===== config.mk =====
export PLATFORM = sky130hd
export DESIGN_NAME = hbm_edge_rqst_gen
export DESIGN_NICKNAME = d
export VERILOG_FILES = /design/src/rtl/hbm_edge_rqst_gen.sv
export SDC_FILE = /design/constraint.sdc
export NUM_CORES = 1
export LEC_CHECK = 0
export ABC_AREA = 0
export ABC_CLOCK_PERIOD_IN_PS = 3430
export CAP_MARGIN = 10
export CORE_MARGIN = 1
export CORE_UTILIZATION = 27
export CTS_BUF_LIST = sky130_fd_sc_hd__clkbuf_4 sky130_fd_sc_hd__clkbuf_8
export CTS_CLUSTER_DIAMETER = 40
export DETAILED_ROUTE_END_ITERATION = 8
export PLACE_DENSITY = 0.5
export SLEW_MARGIN = 20
export SYNTH_ARGS = -nofsm -noshare
export SYNTH_HDL_FRONTEND = slang
export SYNTH_SLANG_ARGS = --single-unit
export TNS_END_PERCENT = 5

===== constraint.sdc =====
create_clock -name clk -period 3.43 [get_ports clk]
set_clock_uncertainty 0.05 [all_clocks]
set_input_delay 0.686 -clock clk [delete_from_list [all_inputs] [get_ports clk]]
set_output_delay 0.686 -clock clk [all_outputs]
set_load 0.1 [all_outputs]

===== src/rtl/hbm_edge_rqst_gen.sv =====
// Purpose  : expands one active vertex edge range [loffset, roffset) into consecutive HBM line
//            read requests, each carrying a per-edge valid mask and the owning vertex id.
// Latency  : vertex pushed -> FIFO pop (IDLE) -> LOAD -> ISSUE; requests leave a register, 1 line/cycle.
// Backpres.: next_stage_full freezes issue with no loss. stage_full is registered (FIFO non-empty).
//            A write into a full 2-entry FIFO is dropped and sets sticky rqst_overflow.
//
// Ports:
//   clk, rst                    clock, asynchronous active-low reset
//   front_active_v_*            vertex input (id, loffset inclusive, roffset exclusive, valid)
//   next_stage_full             downstream send stage cannot take a request this cycle
//   stage_full                  registered backpressure to upstream
//   rd_hbm_edge_addr/mask/v_id  request payload, holds its last value while valid is low
//   rd_hbm_edge_valid           one-cycle pulse per request
//   rqst_overflow               sticky, set when a vertex was dropped at a full FIFO
// Optional build macro HBM_RQST_STAT_EN adds stat_v_cnt (vertices popped, incl. zero-degree)
// and stat_line_cnt (requests issued); both are free-running 32-bit counters.

module hbm_edge_rqst_gen #(
    parameter int          V_ID_WIDTH        = 20,
    parameter int          V_OFF_DWIDTH      = 32,
    parameter int          HBM_AWIDTH        = 32,
    parameter int          EDGE_PER_LINE_LOG = 4,
    parameter int unsigned HBM_BASE_LINE     = 0
) (
    input  logic                                clk,
    input  logic                                rst,
    input  logic [V_ID_WIDTH-1:0]               front_active_v_id,
    input  logic [V_OFF_DWIDTH-1:0]             front_active_v_loffset,
    input  logic [V_OFF_DWIDTH-1:0]             front_active_v_roffset,
    input  logic                                front_active_v_valid,
    input  logic                                next_stage_full,
    output logic                                stage_full,
    output logic [HBM_AWIDTH-1:0]               rd_hbm_edge_addr,
    output logic [(2**EDGE_PER_LINE_LOG)-1:0]   rd_hbm_edge_mask,
    output logic [V_ID_WIDTH-1:0]               rd_hbm_edge_v_id,
    output logic                                rd_hbm_edge_valid,
    output logic                                rqst_overflow
`ifdef HBM_RQST_STAT_EN
    ,
    output logic [31:0]                         stat_v_cnt,
    output logic [31:0]                         stat_line_cnt
`endif
);

    localparam int L   = EDGE_PER_LINE_LOG;
    localparam int EPL = 2 ** EDGE_PER_LINE_LOG;
    localparam int LW  = V_OFF_DWIDTH - EDGE_PER_LINE_LOG;   // line index width

    typedef enum logic [1:0] {
        IDLE  = 2'd0,
        LOAD  = 2'd1,
        ISSUE = 2'd2
    } state_t;

    // ------------------------------------------------------------------
    // Input FIFO storage (2 entries, pointer based)
    // ------------------------------------------------------------------
    logic [V_ID_WIDTH-1:0]   fifo_id_q   [2];
    logic [V_ID_WIDTH-1:0]   fifo_id_d   [2];
    logic [V_OFF_DWIDTH-1:0] fifo_loff_q [2];
    logic [V_OFF_DWIDTH-1:0] fifo_loff_d [2];
    logic [V_OFF_DWIDTH-1:0] fifo_roff_q [2];
    logic [V_OFF_DWIDTH-1:0] fifo_roff_d [2];
    logic                    wr_ptr_q, wr_ptr_d;
    logic                    rd_ptr_q, rd_ptr_d;
    logic [1:0]              count_q, count_d;

    logic                    pop;
    logic                    push_ok;
    logic                    ovf_set;

    // ------------------------------------------------------------------
    // Vertex context latched at pop time
    // ------------------------------------------------------------------
    state_t                  state_q, state_d;
    logic [LW-1:0]           sl_q, sl_d;
    logic [LW-1:0]           el_q, el_d;
    logic [LW-1:0]           cur_line_q, cur_line_d;
    logic [L-1:0]            first_bit_q, first_bit_d;
    logic [L-1:0]            last_bit_q, last_bit_d;
    logic [V_ID_WIDTH-1:0]   cur_vid_q, cur_vid_d;
    logic                    zero_q, zero_d;

    // Registered outputs
    logic                    rd_vld_q, rd_vld_d;
    logic [HBM_AWIDTH-1:0]   rd_addr_q, rd_addr_d;
    logic [EPL-1:0]          rd_mask_q, rd_mask_d;
    logic [V_ID_WIDTH-1:0]   rd_vid_q, rd_vid_d;
    logic                    stage_full_q, stage_full_d;
    logic                    ovf_q, ovf_d;

    // FIFO head view
    logic [V_ID_WIDTH-1:0]   head_id;
    logic [V_OFF_DWIDTH-1:0] head_loff;
    logic [V_OFF_DWIDTH-1:0] head_roff;
    logic [V_OFF_DWIDTH-1:0] head_last;
    logic                    head_zero;

    // Current line payload
    logic [HBM_AWIDTH-1:0]   line_addr;
    logic [EPL-1:0]          line_mask;

    always_comb begin
        head_id   = fifo_id_q[rd_ptr_q];
        head_loff = fifo_loff_q[rd_ptr_q];
        head_roff = fifo_roff_q[rd_ptr_q];
        head_last = head_roff - V_OFF_DWIDTH'(1);
        // An inverted range is treated like an empty one so it can never run away.
        head_zero = (head_roff <= head_loff);
    end

    // ------------------------------------------------------------------
    // FIFO next state. A push while full is only legal if the head is
    // leaving in the same cycle; then the freed slot is the one written.
    // ------------------------------------------------------------------
    always_comb begin
        fifo_id_d   = fifo_id_q;
        fifo_loff_d = fifo_loff_q;
        fifo_roff_d = fifo_roff_q;
        wr_ptr_d    = wr_ptr_q;
        rd_ptr_d    = rd_ptr_q;
        count_d     = count_q;

        push_ok = front_active_v_valid && ((count_q != 2'd2) || pop);
        ovf_set = front_active_v_valid && (count_q == 2'd2) && !pop;

        if (push_ok) begin
            fifo_id_d[wr_ptr_q]   = front_active_v_id;
            fifo_loff_d[wr_ptr_q] = front_active_v_loffset;
            fifo_roff_d[wr_ptr_q] = front_active_v_roffset;
            wr_ptr_d              = ~wr_ptr_q;
        end
        if (pop) begin
            rd_ptr_d = ~rd_ptr_q;
        end

        case ({push_ok, pop})
            2'b10:   count_d = count_q + 2'd1;
            2'b01:   count_d = count_q - 2'd1;
            default: count_d = count_q;
        endcase

        stage_full_d = (count_d != 2'd0);
        ovf_d        = ovf_q | ovf_set;
    end

    // ------------------------------------------------------------------
    // Line payload for cur_line: edges below loffset are masked on the
    // first line, edges at/after roffset are masked on the last line.
    // ------------------------------------------------------------------
    always_comb begin
        line_addr = HBM_AWIDTH'(HBM_BASE_LINE) + HBM_AWIDTH'(cur_line_q);
        line_mask = '0;
        for (int i = 0; i < EPL; i++) begin
            line_mask[i] = ((cur_line_q != sl_q) || (i >= int'(first_bit_q))) &&
                           ((cur_line_q != el_q) || (i <= int'(last_bit_q)));
        end
    end

    // ------------------------------------------------------------------
    // Control FSM
    // ------------------------------------------------------------------
    always_comb begin
        state_d     = state_q;
        pop         = 1'b0;
        sl_d        = sl_q;
        el_d        = el_q;
        cur_line_d  = cur_line_q;
        first_bit_d = first_bit_q;
        last_bit_d  = last_bit_q;
        cur_vid_d   = cur_vid_q;
        zero_d      = zero_q;
        rd_vld_d    = 1'b0;
        rd_addr_d   = rd_addr_q;
        rd_mask_d   = rd_mask_q;
        rd_vid_d    = rd_vid_q;

        case (state_q)
            IDLE: begin
                if (count_q != 2'd0) begin
                    pop     = 1'b1;
                    state_d = LOAD;
                end
            end
            LOAD: begin
                state_d = zero_q ? IDLE : ISSUE;
            end
            ISSUE: begin
                // A stalled cycle simply leaves cur_line where it is.
                if (!next_stage_full) begin
                    rd_vld_d   = 1'b1;
                    rd_addr_d  = line_addr;
                    rd_mask_d  = line_mask;
                    rd_vid_d   = cur_vid_q;
                    cur_line_d = cur_line_q + LW'(1);
                    if (cur_line_q == el_q) begin
                        if (count_q != 2'd0) begin
                            pop     = 1'b1;
                            state_d = LOAD;
                        end else begin
                            state_d = IDLE;
                        end
                    end
                end
            end
            default: begin
                state_d = IDLE;
            end
        endcase

        // Context for the next vertex is captured from the FIFO head as it leaves.
        if (pop) begin
            sl_d        = head_loff[V_OFF_DWIDTH-1:L];
            el_d        = head_last[V_OFF_DWIDTH-1:L];
            cur_line_d  = head_loff[V_OFF_DWIDTH-1:L];
            first_bit_d = head_loff[L-1:0];
            last_bit_d  = head_last[L-1:0];
            cur_vid_d   = head_id;
            zero_d      = head_zero;
        end
    end

    always_ff @(posedge clk or negedge rst) begin
        if (!rst) begin
            for (int i = 0; i < 2; i++) begin
                fifo_id_q[i]   <= '0;
                fifo_loff_q[i] <= '0;
                fifo_roff_q[i] <= '0;
            end
            wr_ptr_q     <= 1'b0;
            rd_ptr_q     <= 1'b0;
            count_q      <= 2'd0;
            state_q      <= IDLE;
            sl_q         <= '0;
            el_q         <= '0;
            cur_line_q   <= '0;
            first_bit_q  <= '0;
            last_bit_q   <= '0;
            cur_vid_q    <= '0;
            zero_q       <= 1'b0;
            rd_vld_q     <= 1'b0;
            rd_addr_q    <= '0;
            rd_mask_q    <= '0;
            rd_vid_q     <= '0;
            stage_full_q <= 1'b0;
            ovf_q        <= 1'b0;
        end else begin
            fifo_id_q    <= fifo_id_d;
            fifo_loff_q  <= fifo_loff_d;
            fifo_roff_q  <= fifo_roff_d;
            wr_ptr_q     <= wr_ptr_d;
            rd_ptr_q     <= rd_ptr_d;
            count_q      <= count_d;
            state_q      <= state_d;
            sl_q         <= sl_d;
            el_q         <= el_d;
            cur_line_q   <= cur_line_d;
            first_bit_q  <= first_bit_d;
            last_bit_q   <= last_bit_d;
            cur_vid_q    <= cur_vid_d;
            zero_q       <= zero_d;
            rd_vld_q     <= rd_vld_d;
            rd_addr_q    <= rd_addr_d;
            rd_mask_q    <= rd_mask_d;
            rd_vid_q     <= rd_vid_d;
            stage_full_q <= stage_full_d;
            ovf_q        <= ovf_d;
        end
    end

    assign stage_full        = stage_full_q;
    assign rd_hbm_edge_addr  = rd_addr_q;
    assign rd_hbm_edge_mask  = rd_mask_q;
    assign rd_hbm_edge_v_id  = rd_vid_q;
    assign rd_hbm_edge_valid = rd_vld_q;
    assign rqst_overflow     = ovf_q;

`ifdef HBM_RQST_STAT_EN
    logic [31:0] stat_v_cnt_q, stat_v_cnt_d;
    logic [31:0] stat_line_cnt_q, stat_line_cnt_d;

    // Every pop counts as a vertex, zero-degree ones included; every valid pulse is a line.
    always_comb begin
        stat_v_cnt_d    = stat_v_cnt_q + {31'd0, pop};
        stat_line_cnt_d = stat_line_cnt_q + {31'd0, rd_vld_d};
    end

    always_ff @(posedge clk or negedge rst) begin
        if (!rst) begin
            stat_v_cnt_q    <= '0;
            stat_line_cnt_q <= '0;
        end else begin
            stat_v_cnt_q    <= stat_v_cnt_d;
            stat_line_cnt_q <= stat_line_cnt_d;
        end
    end

    assign stat_v_cnt    = stat_v_cnt_q;
    assign stat_line_cnt = stat_line_cnt_q;
`else
    // Statistics counters are not built in this configuration.
`endif

endmodule


==> results.md <==
* Largest net degree at the start of global routing at 93
* Seq/Total Area, Yosys at 52.2%
* Clock latency at the later pin of the worst-skew pair at 0.64 ns
* FF-to-FF setup slack at 0.26 ns
* Die Area at 0.0638 mm²
* Max Cap Viol at 0
* Vias at 11.8k
* CP endpoint kind: register
* Predominant post-synthesis flop cell: dfrtp_1
* Port bufs at 154
* Row cnt at 91
* CTS tree: yes
* Syn_area_per_cell at 11.2 µm²
* Final ANT Viol Nets at 0
* Async set-reset flop share out of synthesis at 100%
* Worst-path clk slew at 0.06 ns
* Final setup violation count at 0
* Critical path origin: rd_ptr_q$_DFFE_PN0P_
* R2R depth at 11
* Final worst path period share at 92.4%
* Final wirelength at 45700 µm
* Hold_ws at 0.413 ns
* M3 GR Usage at 2.43%
* Setup CP Type: reg -> reg
* CTS root buf: clkbuf_8
* Vias in the first global route at 12.0k
* First-pass GRT wire length at 71100 µm
* Io pins at 159
* Relative max-transition margin at 46.6%
* Commonest non-fill, non-tap cell in the layout: dfrtp_1
* Minimum clock period at 3.17 ns
* RSZ-0062 raised after global routing: no
* Final Wtd Congestion at 0.837
* Grt met2 use at 22.6%
* Htree depth at 3
* # clock sinks at 354
* Post-synthesis cell area at 0.0170 mm²
* GR peak layer: met2
* Synth-to-Final Area Change at 24.9%
* Most frequent cells in the layout: dfrtp_1 (353), nand2_1 (238), buf_4 (139)
* Worst Path Required at 3.93 ns
* M1 GR Usage at 20.1%
* Worst r2r dst: zero_q$_DFFE_PN0P_
* Worst-path maximum fanout at 23
* Routed vias/inst at 4.49
* Worst Setup EP: zero_q$_DFFE_PN0P_
* Seq cells post-synth at 354
* CP Launch Type: register
* DRC viols at 0
* Reg-to-reg startpoint: rd_ptr_q$_DFFE_PN0P_
* Total CTS buffers at 71
* Initial Util at 27.4%
* Die Wd at 253 µm
* WL/cell at 17.5 µm
* Crit path DAT at 3.67 ns
* Die H at 253 µm
* Core area at 0.0619 mm²
* Layout Nets at 1855
* Cells after Synth at 1514
* Initial antenna violation count at 3
* Hpwl dp at 32900 µm
* All-Layer GR Usage at 14.5%
* Layout cells sized above 1 at 21.1%
* Post-synth EDFFs at 0
* YS warnings at 0
* Iter 0 DRT Violations at 620
* HP Class: reg -> reg
* Outcome: finished clean
* Synth cell types at 59
* Highest Clock Rate at 316 MHz
* Hold Vio Cnt, Final at 0
* Drt first pass iters at 5
* Clock tree buffer depth at 3
* Worst-Margin Slew at 0.802 ns
* Final slew viol count at 0
* GRT overflow at 0
==> critical path, stage by stage (launching register included) <==
cell and delay (ns):
dfrtp_4 0.69, buf_4 0.26, mux2i_1 0.28, inv_1 0.10, ha_1 0.30, a21o_1 0.16, nand3_1 0.08, a2111oi_0 0.09
a2111oi_1 0.53, buf_4 0.23, o2111ai_1 0.12, a31oi_1 0.18
==> area by class of cell <==
type	count	area, µm²
diodes	2	5.00
clock buffers	104	1330
clock inverters	13	160
fillers	6284	40800
inverters	21	78.8
multi-input cells	1043	7490
flip-flops and latches	354	8860
well taps	837	1050
repair buffers	241	2210
==> kinds of logic (layout without fill, tap and decap cells) <==
family          count (synthesis)  after routing  share of synthesized area (%)
mux                           269            269                           17.3
simple gates                  433            433                           11.7
compound gates                190            190                           6.54
buf+inv                       120            379                           3.80
other cells                     1              6                         0.0221
flops                         354            354                           52.2
xor+xnor                      112            112                           5.78
fa+ha+maj                      35             35                           2.58
==> registers in the layout, summed over array words and instances (netlist names), 28 cells and up <==
name and count:
fifo_id_q 40, fifo_roff_q 64, fifo_loff_q 64, cur_line_q 28, el_q 28, sl_q 28, rd_hbm_edge_addr 28
==> per-layer routing <==
metal / routed length (µm) / share of wire, % / vias to the layer above
li1: - / - / 5693
met4: 894 / 2.0 / 0
met1: 22000 / 48 / 5789
met5: 0 / 0 / -
met2: 21100 / 46 / 218
met3: 1670 / 3.6 / 52
==> synth_stat cells, types with 3 or more instances <==
| library cell | count | area (µm²) |
|---|---|---|
| o31ai_1 | 9 | 67.6 |
| a31oi_1 | 5 | 31.3 |
| a2111oi_0 | 3 | 26.3 |
| buf_6 | 8 | 90.1 |
| a21o_1 | 6 | 45.0 |
| nand4_1 | 32 | 200 |
| nor3_2 | 3 | 30.0 |
| a21oi_1 | 64 | 320 |
| o21ai_0 | 65 | 325 |
| nand2_1 | 238 | 893 |
| ha_1 | 35 | 438 |
| nor3b_1 | 6 | 45.0 |
| nand3_1 | 22 | 110 |
| o21a_1 | 7 | 52.6 |
| and3_1 | 5 | 31.3 |
| nor2_1 | 68 | 255 |
| xnor2_1 | 80 | 701 |
| and4_1 | 5 | 43.8 |
| o21ai_1 | 8 | 40.0 |
| o22ai_1 | 5 | 31.3 |
| buf_8 | 6 | 90.1 |
| mux2_1 | 109 | 1230 |
| buf_2 | 38 | 190 |
| dfrtp_1 | 354 | 8860 |
| nor3_1 | 19 | 95.1 |
| inv_1 | 20 | 75.1 |
| o32ai_1 | 3 | 26.3 |
| mux2i_1 | 76 | 761 |
| clkbuf_1 | 41 | 154 |
| xor2_1 | 32 | 280 |
| nor4_1 | 18 | 113 |
| mux2_2 | 83 | 935 |
| buf_4 | 5 | 37.5 |
==> how the worst min path moves through the flow <==
stage / slack [ns] / endpoint / startpoint / cells after the start
after floorplan: 0.34 / count_q[0]$_DFF_PN0_ / rst / 0
after global placement: 0.40 / rd_hbm_edge_v_id[4]$_DFFE_PN0P_ / cur_vid_q[4]$_DFFE_PN0P_ / 2
after detailed placement: 0.40 / rd_hbm_edge_v_id[19]$_DFFE_PN0P_ / cur_vid_q[19]$_DFFE_PN0P_ / 2
after CTS: 0.42 / rd_hbm_edge_v_id[8]$_DFFE_PN0P_ / cur_vid_q[8]$_DFFE_PN0P_ / 2
after global routing: 0.44 / rd_hbm_edge_v_id[3]$_DFFE_PN0P_ / cur_vid_q[3]$_DFFE_PN0P_ / 2
final: 0.41 / rd_hbm_edge_v_id[12]$_DFFE_PN0P_ / cur_vid_q[12]$_DFFE_PN0P_ / 2
==> metrics by stage <==
step	utilization, %	area, µm²	worst slack [ns]	setup TNS, ns	instances
after CTS	34.2	21200	0.0453	0	2612
after detailed placement	31.7	19700	-0.0620	-0.0620	2494
after floorplan	-	17000	0.207	0	1517
after global placement	31.7	19700	0.0374	0	2494
after global routing	34.2	21200	0.0519	0	2615
final	34.2	21200	0.261	0	2615
==> timing repair <==
| action | CTS | global route |
|---|---|---|
| hold buffers | 1 | 0 |
| buffers inserted | 0 | 1 |
| gates resized for setup | 1 | 0 |
| endpoints found under the setup margin | 1 | 1 |
| endpoints found under the hold margin | 36 | 0 |
Power is not shown: default switching activity piles up to over one toggle a cycle in this logic, so the estimate is an artifact.
